===== config.mk =====
export PLATFORM = sky130hd
export DESIGN_NAME = alu_addsub_seq
export DESIGN_NICKNAME = d
export VERILOG_FILES = /design/src/rtl/alu_addsub_seq.sv
export SDC_FILE = /design/constraint.sdc
export NUM_CORES = 1
export LEC_CHECK = 0
export BUFFER_PORTS_ARGS = -buffer_cell sky130_fd_sc_hd__buf_2
export CAP_MARGIN = 20
export CORE_UTILIZATION = 60
export CTS_CLUSTER_DIAMETER = 80
export DETAILED_ROUTE_END_ITERATION = 10
export PLACE_DENSITY = 0.85
export SYNTH_ARGS = -nofsm -noshare
export SYNTH_HDL_FRONTEND = slang
export SYNTH_SLANG_ARGS = --single-unit

===== constraint.sdc =====
create_clock -name clk -period 4.9 [get_ports clk]
set_clock_uncertainty 0.05 [all_clocks]
set_input_delay 0.98 -clock clk [delete_from_list [all_inputs] [get_ports clk]]
set_output_delay 0.98 -clock clk [all_outputs]
set_load 0.03 [all_outputs]

===== src/rtl/alu_addsub_seq.sv =====
`default_nettype none
// ============================================================================
// Module      : alu_addsub_seq
// Description : Multi-cycle add/sub (ADD/SUB/ADC/SBB) that processes CHUNK
//               bits per clock through a registered carry, with optional
//               signed saturation, start/done handshake and NZCV-style flags.
// Revision    : 1.0 - initial release
// ============================================================================
module alu_addsub_seq #(
   parameter int WIDTH = 16,
   parameter int CHUNK = 4
) (
   input  logic             clk,
   input  logic             rst_n,
   input  logic             start,
   input  logic [1:0]       op,
   input  logic [WIDTH-1:0] a,
   input  logic [WIDTH-1:0] b,
   input  logic             cin,
   input  logic             sat,
   output logic             busy,
   output logic             done,
   output logic [WIDTH-1:0] result,
   output logic             carry,
   output logic             overflow,
   output logic             zero,
   output logic             negative
);

   localparam int N    = WIDTH / CHUNK;
   localparam int IDXW = (N > 1) ? $clog2(N) : 1;

   localparam logic [IDXW-1:0]  c_LAST_IDX = IDXW'(N - 1);
   localparam logic [WIDTH-1:0] c_MAXPOS   = {1'b0, {(WIDTH-1){1'b1}}};
   localparam logic [WIDTH-1:0] c_MINNEG   = {1'b1, {(WIDTH-1){1'b0}}};

   localparam logic [0:0] c_IDLE = 1'b0;
   localparam logic [0:0] c_RUN  = 1'b1;

   logic [0:0]       r_state;
   logic [0:0]       w_state_next;
   logic             w_accept;
   logic             w_last;

   // Operands are shifted right one chunk per cycle so the live chunk is
   // always at bit 0; the sign bits needed for overflow are kept separately.
   logic [WIDTH-1:0] r_a;
   logic [WIDTH-1:0] r_b;
   logic [WIDTH-1:0] r_raw;
   logic             r_op0;
   logic             r_sat;
   logic             r_amsb;
   logic             r_bmsb;
   logic             r_c;
   logic [IDXW-1:0]  r_idx;

   logic [CHUNK-1:0] w_sum;
   logic             w_cc;
   logic [WIDTH-1:0] w_sum_ext;
   logic [WIDTH-1:0] w_raw_next;
   logic             w_ovf;
   logic [WIDTH-1:0] w_res;

   // State register
   always_ff @(posedge clk or negedge rst_n) begin
      if (!rst_n) begin
         r_state <= c_IDLE;
      end else begin
         r_state <= w_state_next;
      end
   end

   // Next-state logic: IDLE -> RUN on start, RUN -> IDLE after last chunk
   always_comb begin
      w_state_next = r_state;
      case (r_state)
         c_IDLE:  if (start)  w_state_next = c_RUN;
         c_RUN:   if (w_last) w_state_next = c_IDLE;
         default: w_state_next = c_IDLE;
      endcase
   end

   // FSM outputs: busy flag, accept strobe, last-chunk strobe
   always_comb begin
      busy     = (r_state == c_RUN);
      w_accept = (r_state == c_IDLE) && start;
      w_last   = (r_state == c_RUN) && (r_idx == c_LAST_IDX);
   end

   // One chunk of the ripple add, and the final result/overflow/saturation
   always_comb begin
      {w_cc, w_sum} = {1'b0, r_a[CHUNK-1:0]} + {1'b0, r_b[CHUNK-1:0]}
                    + {{CHUNK{1'b0}}, r_c};
      w_sum_ext     = WIDTH'(w_sum);
      // New chunk enters at the top; after N cycles the sum is in place.
      w_raw_next    = (r_raw >> CHUNK) | (w_sum_ext << (WIDTH - CHUNK));
      w_ovf         = (r_amsb == r_bmsb) && (w_raw_next[WIDTH-1] != r_amsb);
      w_res         = (r_sat && w_ovf) ? (r_amsb ? c_MINNEG : c_MAXPOS)
                                       : w_raw_next;
   end

   // Datapath: latch operands on accept, step chunks, publish on completion
   always_ff @(posedge clk or negedge rst_n) begin
      if (!rst_n) begin
         r_a      <= '0;
         r_b      <= '0;
         r_raw    <= '0;
         r_op0    <= 1'b0;
         r_sat    <= 1'b0;
         r_amsb   <= 1'b0;
         r_bmsb   <= 1'b0;
         r_c      <= 1'b0;
         r_idx    <= '0;
         done     <= 1'b0;
         result   <= '0;
         carry    <= 1'b0;
         overflow <= 1'b0;
         zero     <= 1'b0;
         negative <= 1'b0;
      end else begin
         done <= w_last;
         if (w_accept) begin
            r_a    <= a;
            r_b    <= b ^ {WIDTH{op[0]}};
            r_op0  <= op[0];
            r_sat  <= sat;
            r_amsb <= a[WIDTH-1];
            r_bmsb <= b[WIDTH-1] ^ op[0];
            // Initial carry: ADD 0, SUB 1, ADC cin, SBB ~cin
            r_c    <= op[1] ? (cin ^ op[0]) : op[0];
            r_idx  <= '0;
            r_raw  <= '0;
         end else if (busy) begin
            r_a   <= r_a >> CHUNK;
            r_b   <= r_b >> CHUNK;
            r_raw <= w_raw_next;
            r_c   <= w_cc;
            r_idx <= r_idx + IDXW'(1);
            if (w_last) begin
               r_idx    <= '0;
               result   <= w_res;
               carry    <= w_cc ^ r_op0;
               overflow <= w_ovf;
               zero     <= (w_res == '0);
               negative <= w_res[WIDTH-1];
            end
         end
      end
   end

endmodule
`default_nettype wire


# Word-level counts from Yosys, hierarchy flattened
# Index checks and enable logic that the tools add are counted.
# op_classes
n_addsub,3
n_eq_ne,3
muxes,17
bitwise_logic,7
reduce_logical,7
# ops
op,n
two-way mux 16 bit,8
logical NOT 16 bit,1
OR 12 x 16 -> 16 bit,1
bitwise XOR 16 bit,1
two-way mux 2 bit,3
adder 4 x 4 -> 5 bit,1
adder 5 x 1 -> 5 bit,1
two-way mux 1 bit,5
logical AND 1 bit,4
AND reduction 3 bit,1
bitwise XOR 1 bit,3
"adder 2 x 1 -> 2 bit, second input constant",1
"== test 2 bit, second input constant",1
NOT 1 bit,2
one-hot mux 1 bit (2 select lines),1
nonzero test 2 bit,1
== test 1 bit,1
inequality test 1 bit,1
# totals
reg_bits,77
input_bits,39
output_inout_bits,22

# Depth between registers and ports, before layout
# Gate-level depths: netlist (run 1).
# logic_depth
word_depth,8
ltp_mapped,7
depth_no_buf,7

# Worst setup path before layout (run 1)
# No wires, ideal clock.
# synth_timing
kind,input to register
startpoint,input op[0]
endpoint,register r_b[10]
t_arrival_ns,1.793
required_time_ns,4.717
slack_ns,2.923
stages,6
path_buffers,2
cell_sequence,buf_2 > buf_2 > xnor2_1 > nand2_1 > o21ai_0 > o21ai_0
# synth_via
elab_chain_len,2
# synth_lines
item,line_no,source
start: declaration,16,"input logic [1:0] op,"
bitwise XOR 16 bit,124,r_b <= b ^ {WIDTH{op[0]}};
two-way mux 16 bit,122,if (w_accept) begin
end signal: assignment,124,
end signal: assignment,135,r_b <= r_b >> CHUNK;
end: declaration,48,logic [WIDTH-1:0] r_b;
# No other way between the ends.
# A chain may end at the register's enable or synchronous reset.

# Final worst setup path (run 1)
# layout_timing
startpoint,"register r_state, in the netlist busy"
endpoint,output busy
# layout_rtl
item,line_no,source
start: declaration,40,logic [0:0] r_state;
start signal: assignment,67,r_state <= c_IDLE;
start signal: assignment,69,r_state <= w_state_next;
end: declaration,21,"output logic busy,"
# No word-level cell between the ends.

==> results.cfg, run 1 <==
[route]
drc = 0
vias = 2668
wl_um = 7198
wl_per_cell_um = 15.45
dr.pass1.iters = 4
drtIter0Drc = 196
viasPerCell = 5.725
drtAntennaViolNets = 0

[worst_setup_path]
required_ps = 3870
r2r_slack_ps = 2690
cp-start-kind = flip-flop
cp.arrival_ps = 1480
critPathTopFamily = buffers and inverters
path_cells = buf_4 -> buf_2
cpPeakStageDelay_ps = 480
crit_path_max_fanout = 71
cp_slowest_cell = buf_4
critPathKind = flip-flop to output pin
crit_buf_inv = 2
crit_path_end_kind = output pin

[finish]
insertedDiodeCount = 0
finalNonFillerCells = 466
final_cell_mix = dfrtp_1 (71), buf_2 (60), nand2_1 (45), o21ai_0 (39), nor2_1 (27)
fillCellCount = 431
final_common_cell = dfrtp_1
finalCoreUtilization = 0.7159
layout-drive-gt1-share = 0.2462
nets = 434
syn2layout_area_growth_pct = 13.70

[sta]
worst_pin_slew_ps = 987.7
drv_slew = 0
fmax_mhz = 398.7
slew_headroom = 0.3415
rsz0062_at_grt = false
tns_ps = 0
setup_viol = 0
finalHoldViolCount = 0
worst_slack_ps = 2392
min_period_ps = 2508
post-route-period-util = 0.5119

[placed_design]
dp_slack_ps = 2232
gp_congestion = 0.7796
dp_cells = 450
dp_hpwl_um = 4875
port_buffers = 60

[cts]
ctsHoldBuffers = 0
clock_sinks = 72
clk_latency_ps = 350
cts_buffers = 9
ctsRootBufferMaster = clkbuf_8
post-cts-setup-buffers = 0
htreeDepth = 3
cts_tree = done
cts-resized-gates = 0
clk_pin_slew_ps = 70
cts_buffer_depth = 2

[grt]
grt_pass1_vias = 2695
track_usage = 0.2599
grt_max_degree = 72
grt_overflow = 0
grt_pass1_wl_um = 12030
antenna_found_initial = 0

[floorplanning]
num_io_pins = 61
die_area_um2 = 6123
fp.dieH_um = 78.25
rows = 27
initial_utilization = 0.6296
core_region_area_um2 = 5540
die_x_um = 78.25

[logic_synthesis]
yosys.area.top_type_share = 0.5165
ys_ff_latch = 72
yosys_warnings = 0
synth_cells = 338
synth_edf_count = 0
yosys-top-cells-area = dfrtp_1 (52%), o21ai_0 (5.6%), nand2_1 (4.8%)
synthFlopType = dfrtp_1
syn_area_um2 = 3488
avgSynthCellArea_um2 = 10.32
synth_cell_type_count = 46
yosysSeqAreaShare = 0.5165
synth_nets = 383
async_flop_share = 1.000
synth_area_leader_cell = dfrtp_1

[power_and_ir_drop]
power_mw = 2.480
power_density_nw_per_um2 = 625.3
leakage_nw = 1.823
irDropWorstVdd_mv = 0.3128

[hold_path]
hp-class = flip-flop to flip-flop

[outcome]
status = finished, final reports clean

[run]
cap_violations = 0
==> routing by layer <==
layer	vias to the layer above	GRT usage	wire [um]
met1	1283	0.2988	3010
met5	-	0	0
li1	1292	-	-
met3	20	0.04419	283
met2	73	0.4526	3719
met4	0	0.1574	184
==> power breakdown <==
group / internal [mW] / leakage (nW) / switching (mW) / total [mW]
clock: 0.213 / 0.0850 / 0.204 / 0.417
sequential: 0.838 / 0.907 / 0.181 / 1.02
combinational: 0.404 / 0.831 / 0.640 / 1.04
total: 1.46 / 1.82 / 1.03 / 2.48
==> registers in the layout (all words and copies together), names as in the netlist, 2 cells and up <==
name	count
r_a	16
r_b	16
result	16
r_raw	12
r_idx	2
==> worst min-delay path, delay by kind of cell (launching register included) <==
kind	cells	cell delay [ps]
flip-flops	1	340
AND/OR/NAND/NOR	1	50
AO/OA/AOI/OAI	1	60
==> cell usage after synthesis (3+ instances only) <==
master / number
xnor2_1: 17
nand2_1: 45
mux2_2: 3
inv_1: 6
ha_1: 4
buf_2: 4
o31ai_1: 3
nand3_1: 5
nor4_1: 3
a22o_1: 12
a211oi_1: 4
nand4_1: 15
o21ai_0: 39
nor2_1: 27
a21oi_1: 7
clkbuf_1: 15
mux2i_1: 16
dfrtp_1: 72
a21oi_2: 10
==> cell type report <==
cell class | instances | area, um^2 | share of cell area
clock buffer | 16 | 170.2 | 0.04290
inverter | 7 | 26.28 | 0.006625
multi-input combinational | 236 | 1550 | 0.3909
sequential | 72 | 1803 | 0.4546
tap | 72 | 90.09 | 0.02271
timing repair buffer | 63 | 326.6 | 0.08233
==> path summary, 6_finish.rpt <==
kind | endpoint | start | cells after the start
worst max register to register | result[0] | r_a[2] | 6
max in group asynchronous | busy | rst_n | 2
worst min-delay path | r_b[6] | r_b[10] | 2
worst min register to register | r_b[6] | r_b[10] | 2
worst max-delay path | busy | busy | 2
min in group asynchronous | result[5] | rst_n | 1
==> through the flow <==
| step | cell area, um^2 | hold slack [ps] |
|---|---|---|
| 3_5_place_dp | 3796 | 418.7 |
| 3_3_place_gp | 3785 | 411.6 |
| 6_report | 3966 | 433.2 |
| 5_1_grt | 3966 | 457.6 |
| 2_1_floorplan | 3488 | 397.9 |
| 4_1_cts | 3966 | 436.6 |
==> logic make-up (layout without fill, tap and decap cells) <==
| group | after synthesis | in the layout | synth area share |
|---|---|---|---|
| simple gates | 107 | 107 | 0.1506 |
| compound gates | 86 | 86 | 0.1671 |
| flops | 72 | 72 | 0.5165 |
| buf+inv | 30 | 86 | 0.03909 |
| mux | 19 | 19 | 0.05559 |
| xor+xnor | 18 | 18 | 0.04519 |
| fa+ha+maj | 6 | 6 | 0.02583 |
Note: power is estimated with default switching activity, not from simulation.
==> run 2: changes to the inputs <==
- ABC_AREA: not set -> 1
- CORE_UTILIZATION: 60 -> 50
- PLACE_DENSITY: 0.85 -> 0.76
- clock period: 4.9 -> 2.2 ns (I/O delays scaled with it)
==> run 2 against run 1 <==
Synthesized cell count is 0.30% lower. Sequential cell count stayed put. Combinational power is 140% higher. Core utilization is 10 points lower. Count of clock-buffer cells in the layout is 6 lower. Sequential power is 110% higher. Highest routed layer unchanged. Global-route usage is 5.4 points lower. Routed wire length is 9.1% lower. Sequential share of layout area is 0.89 points higher. Non-clock buffer count is 7 higher.
==> results.cfg, run 2 <==
[power_and_ir_drop]
internal_power_mw = 3.343
clockPowerShare = 0.184
switchingPower_mw = 2.452
leakage_nw = 1.848
seqPwrFrac = 0.377
power_mw = 5.796
switching_share = 0.4231
pwr-share-comb = 0.439
irDropWorstVdd_mv = 0.8121
power_density_nw_per_um2 = 1491

[logic_synthesis]
synth_cell_type_count = 35
ys_ff_latch = 72
yosys_warnings = 0
yosysSeqAreaShare = 0.5482
synth_common_cells = dfrtp_1 (72), nand2_1 (67), inv_1 (27), o21ai_0 (26), nor2_1 (22)
yosys-top-cells-area = dfrtp_1 (55%), nand2_1 (7.7%), o21ai_0 (4.0%)
synthFlopType = dfrtp_1
syn_area_um2 = 3287
yosys.area.top_type_share = 0.5482
async_flop_share = 1.000
synth_area_leader_cell = dfrtp_1
synth_nets = 382
synth_cells = 337
avgSynthCellArea_um2 = 9.753
synth_edf_count = 0
synth_most_common_cell = dfrtp_1

[route]
vias = 2511
viasPerCell = 5.210
dr.pass1.iters = 4
drtAntennaViolNets = 0
drc = 0
wl_um = 6541
wl_per_cell_um = 13.57
drtIter0Drc = 182

[grt]
track_usage = 0.2056
grt_overflow = 0
grt_pass1_vias = 2397
grt_max_degree = 73
antenna_found_initial = 0
grt_pass1_wl_um = 11120

[worst_setup_path]
critPathKind = flip-flop to flip-flop
r2r_slack_ps = 180
cp-start-kind = flip-flop
r2r-end = carry
rr_worst_depth = 7
r2r_start = r_a[0]
crit_path_max_fanout = 3
cp.arrival_ps = 2180
required_ps = 2360
crit_path_end_kind = flip-flop

[finish]
insertedDiodeCount = 0
final_cell_mix = dfrtp_1 (72), nand2_1 (67), buf_2 (60), inv_1 (27), o21ai_0 (26)
nets = 445
top_regs = r_a (16), r_b (16), result (16)
final_common_cell = dfrtp_1
layout-drive-gt1-share = 0.2716
finalNonFillerCells = 482
multi_input_area_um2 = 1277
fillCellCount = 554
seq_area_um2 = 1802
syn2layout_area_growth_pct = 18.27

[sta]
worst_slack_ps = 178.8
worst_pin_slew_ps = 523.5
setup_viol = 0
fmax_mhz = 494.8
rsz0062_at_grt = false
drv_slew = 0
tns_ps = 0
min_period_ps = 2021
slew_headroom = 0.6489
finalHoldViolCount = 0
post-route-period-util = 0.9187

[cts]
htreeDepth = 3
clk_pin_slew_ps = 80
cts_buffer_depth = 2
ctsRootBufferMaster = clkbuf_8
clock_sinks = 72
cts_buffers = 9
cts_tree = done
clk_latency_ps = 340

[floorplanning]
die_x_um = 83.08
rows = 29
die_area_um2 = 6902
num_io_pins = 61
initial_utilization = 0.5176
core_region_area_um2 = 6350
fp.dieH_um = 83.08

[placed_design]
dp_cells = 465
dp_hpwl_um = 4601
dp_slack_ps = 73.34
gp_congestion = 0.8804
port_buffers = 60

[run]
cap_violations = 0

[hold_path]
hp-class = input pin to async pin

[outcome]
status = finished, final reports clean
[run 2: changes by cell type after synthesis, moves of 5 or more]
cell | before | now
a22o_1 | 12 | 4
a22oi_1 | 0 | 11
mux2i_1 | 16 | 0
o22ai_1 | 1 | 8
o21ai_0 | 39 | 26
nand2_1 | 45 | 67
clkbuf_1 | 15 | 5
nand4_1 | 15 | 1
inv_1 | 6 | 27
nor2_1 | 27 | 22
[run 2: layer usage]
| metal | part of all wire | routed length (um) | vias up | GRT usage |
|---|---|---|---|---|
| met5 | 0 | 0 | - | 0 |
| met4 | 0.018 | 115 | 0 | 0.08150 |
| met3 | 0.046 | 302 | 8 | 0.05467 |
| met2 | 0.45 | 2976 | 65 | 0.3092 |
| met1 | 0.48 | 3146 | 1186 | 0.2853 |
| li1 | - | - | 1252 | - |
[run 2: logic make-up (layout without fill, tap and decap cells)]
logic type,Yosys count,count (layout),share of synthesized area
compound gates,88,88,0.1770
fa+ha+maj,6,6,0.02741
buf+inv,49,117,0.06738
flops,72,72,0.5482
simple gates,106,106,0.1374
xor+xnor,16,16,0.04264
[run 2: area by class of cell]
cell class                      count  area share
Timing Repair Buffer               70     0.09977
Multi-Input combinational cell    216      0.3286
Clock inverter                      6     0.01738
Clock buffer                       10     0.03540
Sequential cell                    72      0.4635
Tap cell                           77     0.02478
Inverter                           31     0.03058
[run 2: worst max-delay path by stage]
stage | startpoint | end | slack [ps] | cells past startpoint
finish | r_a[0] | carry | 180 | 7
global route | r_a[2] | zero | 20 | 11
CTS | r_a[0] | zero | 50 | 10
detailed placement | r_a[0] | zero | 70 | 10
global placement | r_a[0] | zero | 130 | 10
floorplan | r_a[0] | zero | 380 | 13
[run 2: worst max-delay path, stage by stage (launching register included)]
cell	delay, ps
dfrtp_1	420
fa_2	430
inv_1	90
fa_1	200
o21ai_0	100
a21oi_1	300
xor2_1	200
o21ai_0	100
[run 2: power by group through the flow]
stage	registers (mW)	logic (mW)	clock network, mW
global placement	2.19	2.47	0
CTS	2.18	2.53	1.09
finish	2.19	2.54	1.06
floorplan	2.50	1.57	0
global route	2.25	2.82	1.15
detailed placement	2.21	2.52	0
[run 2: per-stage QoR]
stage | hold slack [ps] | area [um^2] | util
4_1_cts | 65.35 | 3869 | 0.6093
6_report | 53.94 | 3887 | 0.6122
2_1_floorplan | 94.41 | 3287 | -
5_1_grt | 63.88 | 3887 | 0.6122
3_5_place_dp | 423.8 | 3664 | 0.5769
3_3_place_gp | 417.9 | 3664 | 0.5769
[run 2: what timing repair did]
action,4_1_cts,5_1_grt
buffers inserted,0,1
endpoints found under the setup margin,0,2
hold buffers,0,0
gates resized for setup,0,3
endpoints found under the hold margin,0,0
